`src/rtl/fpu_pkg.sv`:
```
// Shared FPU definitions: single-precision field layout, rounding modes,
// integer saturation limits and the stage-1 register layout of the fcvt pipe.
package fpu_pkg;

   localparam int unsigned BIAS  = 127;
   localparam int unsigned XLEN  = 32;
   localparam int unsigned EXP_W = 8;
   localparam int unsigned MAN_W = 23;
   localparam int unsigned SIG_W = 24;
   localparam int unsigned MAG_W = 33;

   typedef enum logic [2:0] {
      RNE = 3'b000,
      RTZ = 3'b001,
      RDN = 3'b010,
      RUP = 3'b011,
      RMM = 3'b100
   } rm_t;

   localparam logic [31:0] INT_MAX_S = 32'h7FFF_FFFF;
   localparam logic [31:0] INT_MIN_S = 32'h8000_0000;
   localparam logic [31:0] INT_MAX_U = 32'hFFFF_FFFF;

   // rm stays raw so the unassigned encodings 101-111 survive into rounding
   typedef struct packed {
      logic             s;
      logic [MAG_W-1:0] mag;
      logic             guard;
      logic             sticky;
      logic             nan;
      logic             inf;
      logic             ovf;
      logic             is_unsigned;
      logic [2:0]       rm;
   } s1_t;

endpackage

```
`src/rtl/fcvt_round.sv`:
```
// Combinational round-increment and saturation for the second stage of the
// float-to-integer converter.
module fcvt_round
   import fpu_pkg::*;
(
   input  s1_t         op,
   output logic [31:0] y,
   output logic        nv,
   output logic        nx
);

   logic        inc_s;
   logic        big_s;
   logic [32:0] r_s;

   assign r_s   = op.mag + {32'd0, inc_s};
   assign big_s = op.inf | op.ovf;

   // round-increment decision; reserved modes fall back to RNE
   always_comb begin
      inc_s = 1'b0;
      case (op.rm)
         RNE:     inc_s = op.guard & (op.sticky | op.mag[0]);
         RTZ:     inc_s = 1'b0;
         RDN:     inc_s = op.s & (op.guard | op.sticky);
         RUP:     inc_s = ~op.s & (op.guard | op.sticky);
         RMM:     inc_s = op.guard;
         default: inc_s = op.guard & (op.sticky | op.mag[0]);
      endcase
   end

   // saturation to the selected integer range and flag generation
   always_comb begin
      y  = 32'd0;
      nv = 1'b0;
      nx = op.guard | op.sticky;
      if (op.is_unsigned) begin
         if (op.nan | (~op.s & (big_s | r_s[32]))) begin
            y  = INT_MAX_U;
            nv = 1'b1;
            nx = 1'b0;
         end else if (op.s & (big_s | (r_s != 33'd0))) begin
            y  = 32'd0;
            nv = 1'b1;
            nx = 1'b0;
         end else begin
            y  = r_s[31:0];
         end
      end else begin
         if (op.nan | (~op.s & (big_s | r_s[32] | r_s[31]))) begin
            y  = INT_MAX_S;
            nv = 1'b1;
            nx = 1'b0;
         end else if (op.s & (big_s | (r_s > 33'h0_8000_0000))) begin
            y  = INT_MIN_S;
            nv = 1'b1;
            nx = 1'b0;
         end else begin
            y  = op.s ? (32'd0 - r_s[31:0]) : r_s[31:0];
         end
      end
   end

endmodule

```
`src/rtl/fcvt_w_s_pipe.sv`:
```
// Two-stage fcvt.w.s / fcvt.wu.s converter: S1 unpacks and aligns the operand,
// S2 holds the rounded, saturated integer and flags behind a valid/ready pair.
module fcvt_w_s_pipe
   import fpu_pkg::*;
#(
   parameter int unsigned BIAS = fpu_pkg::BIAS,
   parameter int unsigned XLEN = fpu_pkg::XLEN
)
(
   input  logic            clk,
   input  logic            rstn,
   input  logic            in_valid,
   output logic            in_ready,
   input  logic [31:0]     x,
   input  logic            is_unsigned,
   input  logic [2:0]      rm,
   output logic            out_valid,
   input  logic            out_ready,
   output logic [XLEN-1:0] y,
   output logic            nv,
   output logic            nx
);

   localparam logic [7:0] E_ONE  = 8'(BIAS);
   localparam logic [7:0] E_HALF = 8'(BIAS - 1);
   localparam logic [7:0] E_INT  = 8'(BIAS + 23);
   localparam logic [7:0] E_OVF  = 8'(BIAS + 32);

   logic        s1_valid_r;
   logic        s2_valid_r;
   logic        s2_load_s;
   logic        in_fire_s;
   s1_t         s1_r;
   s1_t         s1_d_s;
   logic [7:0]  exp_s;
   logic [22:0] man_s;
   logic [23:0] sig_s;
   logic [4:0]  sh_s;
   logic [31:0] y_d_s;
   logic        nv_d_s;
   logic        nx_d_s;

   assign s2_load_s = s1_valid_r & (~s2_valid_r | out_ready);
   assign in_ready  = ~s1_valid_r | s2_load_s;
   assign in_fire_s = in_valid & in_ready;
   assign out_valid = s2_valid_r;

   assign exp_s = x[30:23];
   assign man_s = x[22:0];
   assign sig_s = {1'b1, man_s};

   // unpack and align: integer magnitude plus guard/sticky for the dropped fraction
   always_comb begin
      s1_d_s             = '0;
      sh_s               = 5'd0;
      s1_d_s.s           = x[31];
      s1_d_s.is_unsigned = is_unsigned;
      s1_d_s.rm          = rm;
      if (exp_s == 8'd0) begin
         s1_d_s.mag = 33'd0;
      end else if (exp_s == 8'hFF) begin
         s1_d_s.nan = |man_s;
         s1_d_s.inf = ~|man_s;
      end else if (exp_s >= E_OVF) begin
         s1_d_s.ovf = 1'b1;
      end else if (exp_s >= E_INT) begin
         s1_d_s.mag = {9'd0, sig_s} << (exp_s - E_INT);
      end else if (exp_s >= E_ONE) begin
         sh_s          = 5'(E_INT - exp_s);
         s1_d_s.mag    = {9'd0, sig_s >> sh_s};
         s1_d_s.guard  = sig_s[sh_s - 5'd1];
         s1_d_s.sticky = |(sig_s & ((24'd1 << (sh_s - 5'd1)) - 24'd1));
      end else begin
         s1_d_s.guard  = (exp_s == E_HALF);
         s1_d_s.sticky = (exp_s < E_HALF) | (|man_s);
      end
   end

   fcvt_round u_round (
      .op (s1_r),
      .y  (y_d_s),
      .nv (nv_d_s),
      .nx (nx_d_s)
   );

   // stage 1 register: accepts a new operand whenever the input side fires
   always_ff @(posedge clk or negedge rstn) begin
      if (!rstn) begin
         s1_valid_r <= 1'b0;
         s1_r       <= '0;
      end else if (in_fire_s) begin
         s1_valid_r <= 1'b1;
         s1_r       <= s1_d_s;
      end else if (s2_load_s) begin
         s1_valid_r <= 1'b0;
      end else begin
         s1_valid_r <= s1_valid_r;
      end
   end

   // stage 2 register: result held stable until the consumer takes it
   always_ff @(posedge clk or negedge rstn) begin
      if (!rstn) begin
         s2_valid_r <= 1'b0;
         y          <= '0;
         nv         <= 1'b0;
         nx         <= 1'b0;
      end else if (s2_load_s) begin
         s2_valid_r <= 1'b1;
         y          <= y_d_s;
         nv         <= nv_d_s;
         nx         <= nx_d_s;
      end else if (out_ready) begin
         s2_valid_r <= 1'b0;
      end else begin
         s2_valid_r <= s2_valid_r;
      end
   end

endmodule

```
`config.mk`:
```
export PLATFORM = sky130hd
export DESIGN_NAME = fcvt_w_s_pipe
export DESIGN_NICKNAME = d
export VERILOG_FILES = /design/src/rtl/fpu_pkg.sv /design/src/rtl/fcvt_round.sv /design/src/rtl/fcvt_w_s_pipe.sv
export SDC_FILE = /design/constraint.sdc
export NUM_CORES = 1
export LEC_CHECK = 0
export CAP_MARGIN = 5
export CELL_PAD_IN_SITES_DETAIL_PLACEMENT = 2
export CELL_PAD_IN_SITES_GLOBAL_PLACEMENT = 2
export CORE_MARGIN = 2
export CORE_UTILIZATION = 30
export CTS_BUF_LIST = sky130_fd_sc_hd__clkbuf_8
export DETAILED_ROUTE_END_ITERATION = 6
export PLACE_DENSITY_LB_ADDON = 0.05
export SYNTH_ARGS = -nofsm -noshare
export SYNTH_HDL_FRONTEND = slang
export SYNTH_SLANG_ARGS = --single-unit
```
`constraint.sdc`:
```
create_clock -name clk -period 5.22 [get_ports clk]
set_input_delay 1.044 -clock clk [delete_from_list [all_inputs] [get_ports clk]]
set_output_delay 1.044 -clock clk [all_outputs]
set_load 0.05 [all_outputs]
```
* After elaboration in Yosys (flattened, before gate mapping)
Cells that the tools add are included.
** Storage, ports and cells
- Output and inout bits :: 36
- Flip-flop bits (word level) :: 79
** Cells by class
- Muxes and demuxes :: 34
- Reductions and logical operators :: 7
- Add/subtract/negate cells :: 6
- Eq/ne operators :: 6
- $lt $le $gt $ge :: 6
- Bitwise gates (word level) :: 25
- Shift-type cells :: 3
** Operators with widths (number)
- 32-bit 2-to-1 mux :: 6
- 35-bit 2-to-1 mux :: 2
- 33-bit 2-to-1 mux :: 2
- 33-bit by 1-bit adder with 33-bit output :: 1
- 33-bit by 32-bit > comparator with 1-bit output, second input constant :: 1
- 33-bit nonzero test :: 1
- 24-bit by 8-bit << shifter with 33-bit output :: 1
- 1-bit by 32-bit subtractor with 32-bit output, first input constant :: 1
- 24-bit bitwise AND :: 1
- 24-bit 2-to-1 mux :: 1
- 24-bit OR reduction :: 1
- 1-bit by 5-bit << shifter with 24-bit output, first input constant :: 1
- 24-bit by 5-bit right shift with 24-bit output :: 1
- 24-bit by 1-bit subtractor with 24-bit output, second input constant :: 1
- 23-bit OR reduction :: 1
- 1-bit 2-to-1 mux :: 17
- 8-bit greater-or-equal comparator, second input constant :: 2
- 1-bit bitwise OR :: 12
- 1-bit bitwise AND :: 9
- 8-bit by 7-bit equality test with 1-bit output, second input constant :: 1
- 8-bit equality test, second input constant :: 1
- 8-bit by 7-bit greater-or-equal comparator with 1-bit output, second input constant :: 1
- 8-bit logical NOT :: 1
- 8-bit by 7-bit less-than comparator with 1-bit output, second input constant :: 1
- 14 further kinds :: 20

* Longest topological paths before layout
- Word-level depth :: 11
- Gate-level depth with buffers :: 21

* Cells and area by module
From an unflattened synthesis, not the netlist that was laid out.
** Second synthesis, totals
- Cell total of the unflattened synthesis :: 1247
- Area, all modules :: 9464.1 sq um
** By module, submodules not included
- fcvt_w_s_pipe :: area each 6841.6 sq um, seq. area each 1976.9 sq um, times used 1, cells each 835
- fcvt_round :: area each 2622.5 sq um, seq. area each 0.0 sq um, times used 1, cells each 412

* Worst setup path before layout
OpenSTA, ideal clock, no wires.
- Kind :: input -> register
- Start :: input x[23]
- End :: register s1_r[7] (netlist bit)
- Arrival :: 6.097 ns
- Data required time :: 5.076 ns
- Stages :: 21
- Setup slack :: -1.021 ns
- Buffers on the path :: 5
- Cell sequence :: buf_2 -> buf_1 -> inv_1 -> buf_1 -> ha_1 -> buf_2 -> nor2b_1 -> o22ai_1 -> a2111oi_2 -> o32ai_4 -> nand3_1 -> ha_1 -> clkbuf_1 -> a21oi_1 -> a21oi_1 -> nor2_1 -> a211o_1 -> or4_1 -> nor4_1 -> nor4b_1 -> a41oi_1
** Between the ends
- Cells in the longest elaborated chain, start to end :: 11
- Elaborated cells between the ends (all ways) :: 18
** Ends and longest elaborated chain
- start: declaration :: RTL line fcvt_w_s_pipe.sv:14 : input logic [31:0] x,
- 5-bit subtractor :: RTL line fcvt_w_s_pipe.sv:69 : sh_s = 5'(E_INT - exp_s);
- 5-bit by 1-bit subtractor with 5-bit output :: RTL line fcvt_w_s_pipe.sv:72 : s1_d_s.sticky = |(sig_s & ((24'd1 << (sh_s - 5'd1)) - 24'd1));
- 1-bit by 5-bit << shifter with 24-bit output :: RTL line fcvt_w_s_pipe.sv:72
- 24-bit by 1-bit subtractor with 24-bit output :: RTL line fcvt_w_s_pipe.sv:72
- 24-bit bitwise AND :: RTL line fcvt_w_s_pipe.sv:72
- 24-bit OR reduction :: RTL line fcvt_w_s_pipe.sv:72
- 2-bit 2-to-1 mux :: RTL line fcvt_w_s_pipe.sv:68 : end else if (exp_s >= E_ONE) begin
- 2-bit 2-to-1 mux :: RTL line fcvt_w_s_pipe.sv:66 : end else if (exp_s >= E_INT) begin
- 35-bit 2-to-1 mux :: RTL line fcvt_w_s_pipe.sv:64 : end else if (exp_s >= E_OVF) begin
- 35-bit 2-to-1 mux :: RTL line fcvt_w_s_pipe.sv:61 : end else if (exp_s == 8'hFF) begin
- 5-bit 2-to-1 mux (*) :: RTL line fcvt_w_s_pipe.sv:59 : if (exp_s == 8'd0) begin
- end signal: assignment :: RTL line fcvt_w_s_pipe.sv:93 : s1_r <= s1_d_s;
- end: declaration :: RTL line fcvt_w_s_pipe.sv:33 : s1_t s1_r;
Mark *: on every way between the ends. The rest lies on a longest branch, timed or not.
A chain may end at the register's enable or synchronous reset.

* Worst setup path after layout
- Start :: input x[25]
- End :: register s1_r[7] (netlist bit)
The elaborated chain is that of the path after synthesis.

==> results.sh <==
export IMPL_outcome="finished, final reports clean"
export IMPL_ys_types=97
export IMPL_synth_top_area_share_pct=20.9
export IMPL_period_share_pct=93.7
export IMPL_fp_dieH_microns=182
export IMPL_regToRegSetupSlack_ps=600
export IMPL_ys_seq_elements=79
export IMPL_placed_cells=1680
export IMPL_grt_pass1_vias=10600
export IMPL_io_pins=76
export IMPL_cts_buffers=9
export IMPL_core_area_sq_um=31300
export IMPL_min_path_type="flop to flop"
export IMPL_setup_viol=0
export IMPL_syn2layout_area_growth_pct=16.1
export IMPL_drv_cap=0
export IMPL_drive_gt1_share_pct=13.2
export IMPL_nNetsFinal=1342
export IMPL_multi_input_area_sq_um=6940
export IMPL_clk_pin_slew_ps=110
export IMPL_power_leakage_nw=4.22
export IMPL_synth_common_cells="nand2_1, nor2_1, a21oi_1"
export IMPL_synth_edf_count=0
export IMPL_ant_nets=0
export IMPL_place_congestion=0.890
export IMPL_firstDrtPassIters=5
export IMPL_final_cells=1696
export IMPL_grt_pass1_wl_mm=63.9
export IMPL_cp_top_family="simple AND/OR/NAND/NOR gates"
export IMPL_rows=65
export IMPL_slew_viol_final=0
export IMPL_cts_sinks=79
export IMPL_synthTopCellsByArea="dfrtp_1, nand2_1, mux4_2, a21oi_1, mux2i_1"
export IMPL_period_needed_ps=4890
export IMPL_cts_root_buf="clkbuf_8"
export IMPL_drt_iter0_drc=442
export IMPL_antenna_found_initial=0
export IMPL_start_util_pct=30.3
export IMPL_async_reset_ff_share_pct=100
export IMPL_cts_tree="built"
export IMPL_worstMarginPinSlew_ps=888
export IMPL_synthesis_nets=1299
export IMPL_routed_wirelength_mm=40.7
export IMPL_required_ps=5460
export IMPL_gr_total_overflow=0
export IMPL_vias_per_cell=5.90
export IMPL_power_density_nw_per_um2=288
export IMPL_max_freq_mhz=204
export IMPL_ctsHtreeMaxLevel=3
export IMPL_postCtsHoldBufs=0
export IMPL_hold_viol_final=0
export IMPL_ys_dominant_reg_cell="dfrtp_1"
export IMPL_via_count=10000
export IMPL_end_kind="flop"
export IMPL_cp_num_buf_inv=1
export IMPL_relSlewSlack_pct=40.8
export IMPL_arrival_ps=5130
export IMPL_max_stage_delay_ps=520
export IMPL_drc=0
export IMPL_worstSetupPathType="primary input to flop"
export IMPL_fin_skew_ps=34.5
export IMPL_ir_worst_vdd_mv=0.132
export IMPL_dpl_hpwl_mm=32.3
export IMPL_wl_per_cell_microns=24.0
export IMPL_syn_avg_cell_area_sq_um=7.61
export IMPL_clock_latency_ps=380
export IMPL_synth_largest_area_cell="dfrtp_1"
export IMPL_yosysWarnings=0
export IMPL_yosysSeqAreaShare_pct=20.9
export IMPL_crit_path_max_fanout=4
export IMPL_crit_slowest_cell="or4_1"
export IMPL_post_route_util_pct=35.1
export IMPL_grtUsageTotal_pct=24.7
export IMPL_rsz0062_at_grt="no"
export IMPL_die_area_sq_um=33000
export IMPL_portBuffers=75
export IMPL_grt_max_degree=66
export IMPL_synth_most_common_cell="nand2_1"
export IMPL_fillCellCount=3608
export IMPL_start_kind="primary input"
export IMPL_fp_dieW_microns=182
export IMPL_netlist_area_sq_um=9480
export IMPL_ff_latch_area_sq_um=1980
export IMPL_cts_buffer_depth=2
export IMPL_diodes=0
export IMPL_netlist_instances=1246
export IMPL_worstPathCellList="clkdlybuf4s50_1, ha_1, nor2b_2, o21a_1, or2_2, o32ai_4, nand3_1, ha_2, a32o_1, a221oi_1, nand4_1, a211o_1, or4_1, nor4_2, nor4b_2, a41oi_1"
[registers in the layout, summed over array words and instances (netlist names)]
| signal | cells |
|---|---|
| nv | 1 |
| out_valid | 1 |
| nx | 1 |
| s1_r | 43 |
| y | 32 |
| s1_valid_r | 1 |
[worst reg2reg max path: stages (launching register included)]
cell and delay, ps:
dfrtp_1 480, nor3_1 90, o31ai_1 210, a21oi_1 110, nor2_1 100, ha_1 240, ha_1 330, and2_4 280
nand4_2 220, or4_4 510, xor2_1 180, buf_4 170, nand4_2 150, nor4_1 530, a21o_1 510, nor2_1 210
nor3_1 220
[final cells by class]
cell class / count / share of cell area (%)
clock buffer: 10 / 1.25
clock inverter: 6 / 0.773
inverter: 23 / 0.785
multi-input combinational: 1031 / 63.0
sequential: 79 / 18.0
tap: 402 / 4.57
timing repair buffer: 145 / 11.6
[through the flow]
step / cell area (sq um) / power (mW) / worst slack (ps) / setup TNS [ps] / hold WS, ps
global placement: 10800 / 2.61 / 123 / 0 / 472
floorplan: 9530 / 2.02 / 4.01 / 0 / 460
global route: 11000 / 3.37 / 60.7 / 0 / 535
detailed placement: 10800 / 2.64 / -80.6 / -80.6 / 488
CTS: 11000 / 3.20 / 316 / 0 / 515
finish: 11000 / 3.17 / 330 / 0 / 501
[cell usage in the layout (no fill, tap or decap), types with 8 or more instances in the layout]
| cell type | n |
|---|---|
| a211oi_1 | 19 |
| a21oi_1 | 101 |
| a22o_1 | 13 |
| a31oi_1 | 16 |
| a32o_1 | 8 |
| and3_1 | 12 |
| buf_4 | 70 |
| clkbuf_8 | 10 |
| clkdlybuf4s50_1 | 72 |
| dfrtp_1 | 79 |
| ha_1 | 12 |
| inv_1 | 22 |
| mux2_2 | 11 |
| mux2i_1 | 47 |
| mux4_2 | 23 |
| nand2_1 | 157 |
| nand3_1 | 31 |
| nand4_1 | 21 |
| nor2_1 | 111 |
| nor2b_1 | 11 |
| nor3_1 | 27 |
| nor4_1 | 21 |
| o211ai_1 | 11 |
| o21a_1 | 11 |
| o21ai_0 | 89 |
| o22ai_1 | 29 |
| o31ai_1 | 17 |
| xnor2_1 | 42 |
| xor2_1 | 24 |
[final timing paths]
path / start / depth (start not counted) / endpoint
setup / recovery: x[25] / 16 / s1_r[7]$_DFFE_PN0P_
hold / removal: nx$_DFFE_PN0P_ / 2 / nx$_DFFE_PN0P_
setup reg to reg: s1_r[7]$_DFFE_PN0P_ / 16 / y[17]$_DFFE_PN0P_
hold reg to reg: nx$_DFFE_PN0P_ / 2 / nx$_DFFE_PN0P_
max in group asynchronous: rstn / 2 / s1_r[33]$_DFFE_PN0P_
min in group asynchronous: rstn / 1 / y[12]$_DFFE_PN0P_
[repair_timing]
| item | CTS | global route |
|---|---|---|
| setup endpoints to repair | 0 | 1 |
| gates resized for setup | 0 | 2 |
| buffers inserted | 0 | 0 |
[logic make-up after synthesis]
family,count (synthesis),share of synthesized area (%)
AOI/OAI and AO/OA,400,28.2
adders and majority gates,13,1.72
and+or+nand+nor,469,24.7
muxes,81,11.7
xor gates and xnor gates,68,6.36
buffers and inverters,136,6.46
DFF,79,20.9
[power by group]
part           switching (mW)  internal (mW)  total (mW)
Clock                   0.266          0.282       0.548
Combinational            1.13          0.640        1.77
Sequential              0.115          0.734       0.848
Total                    1.51           1.66        3.17
[routing by layer]
layer  share of wire (%)  up-vias  global-route usage, %
li1                    -     4748                      -
met1                  45     5028                   31.6
met2                  51      184                   45.3
met3                 2.2       44                   1.48
met4                 2.1        0                   6.18
met5                   0        -                      0
Note: power is estimated with default switching activity, not from simulation.
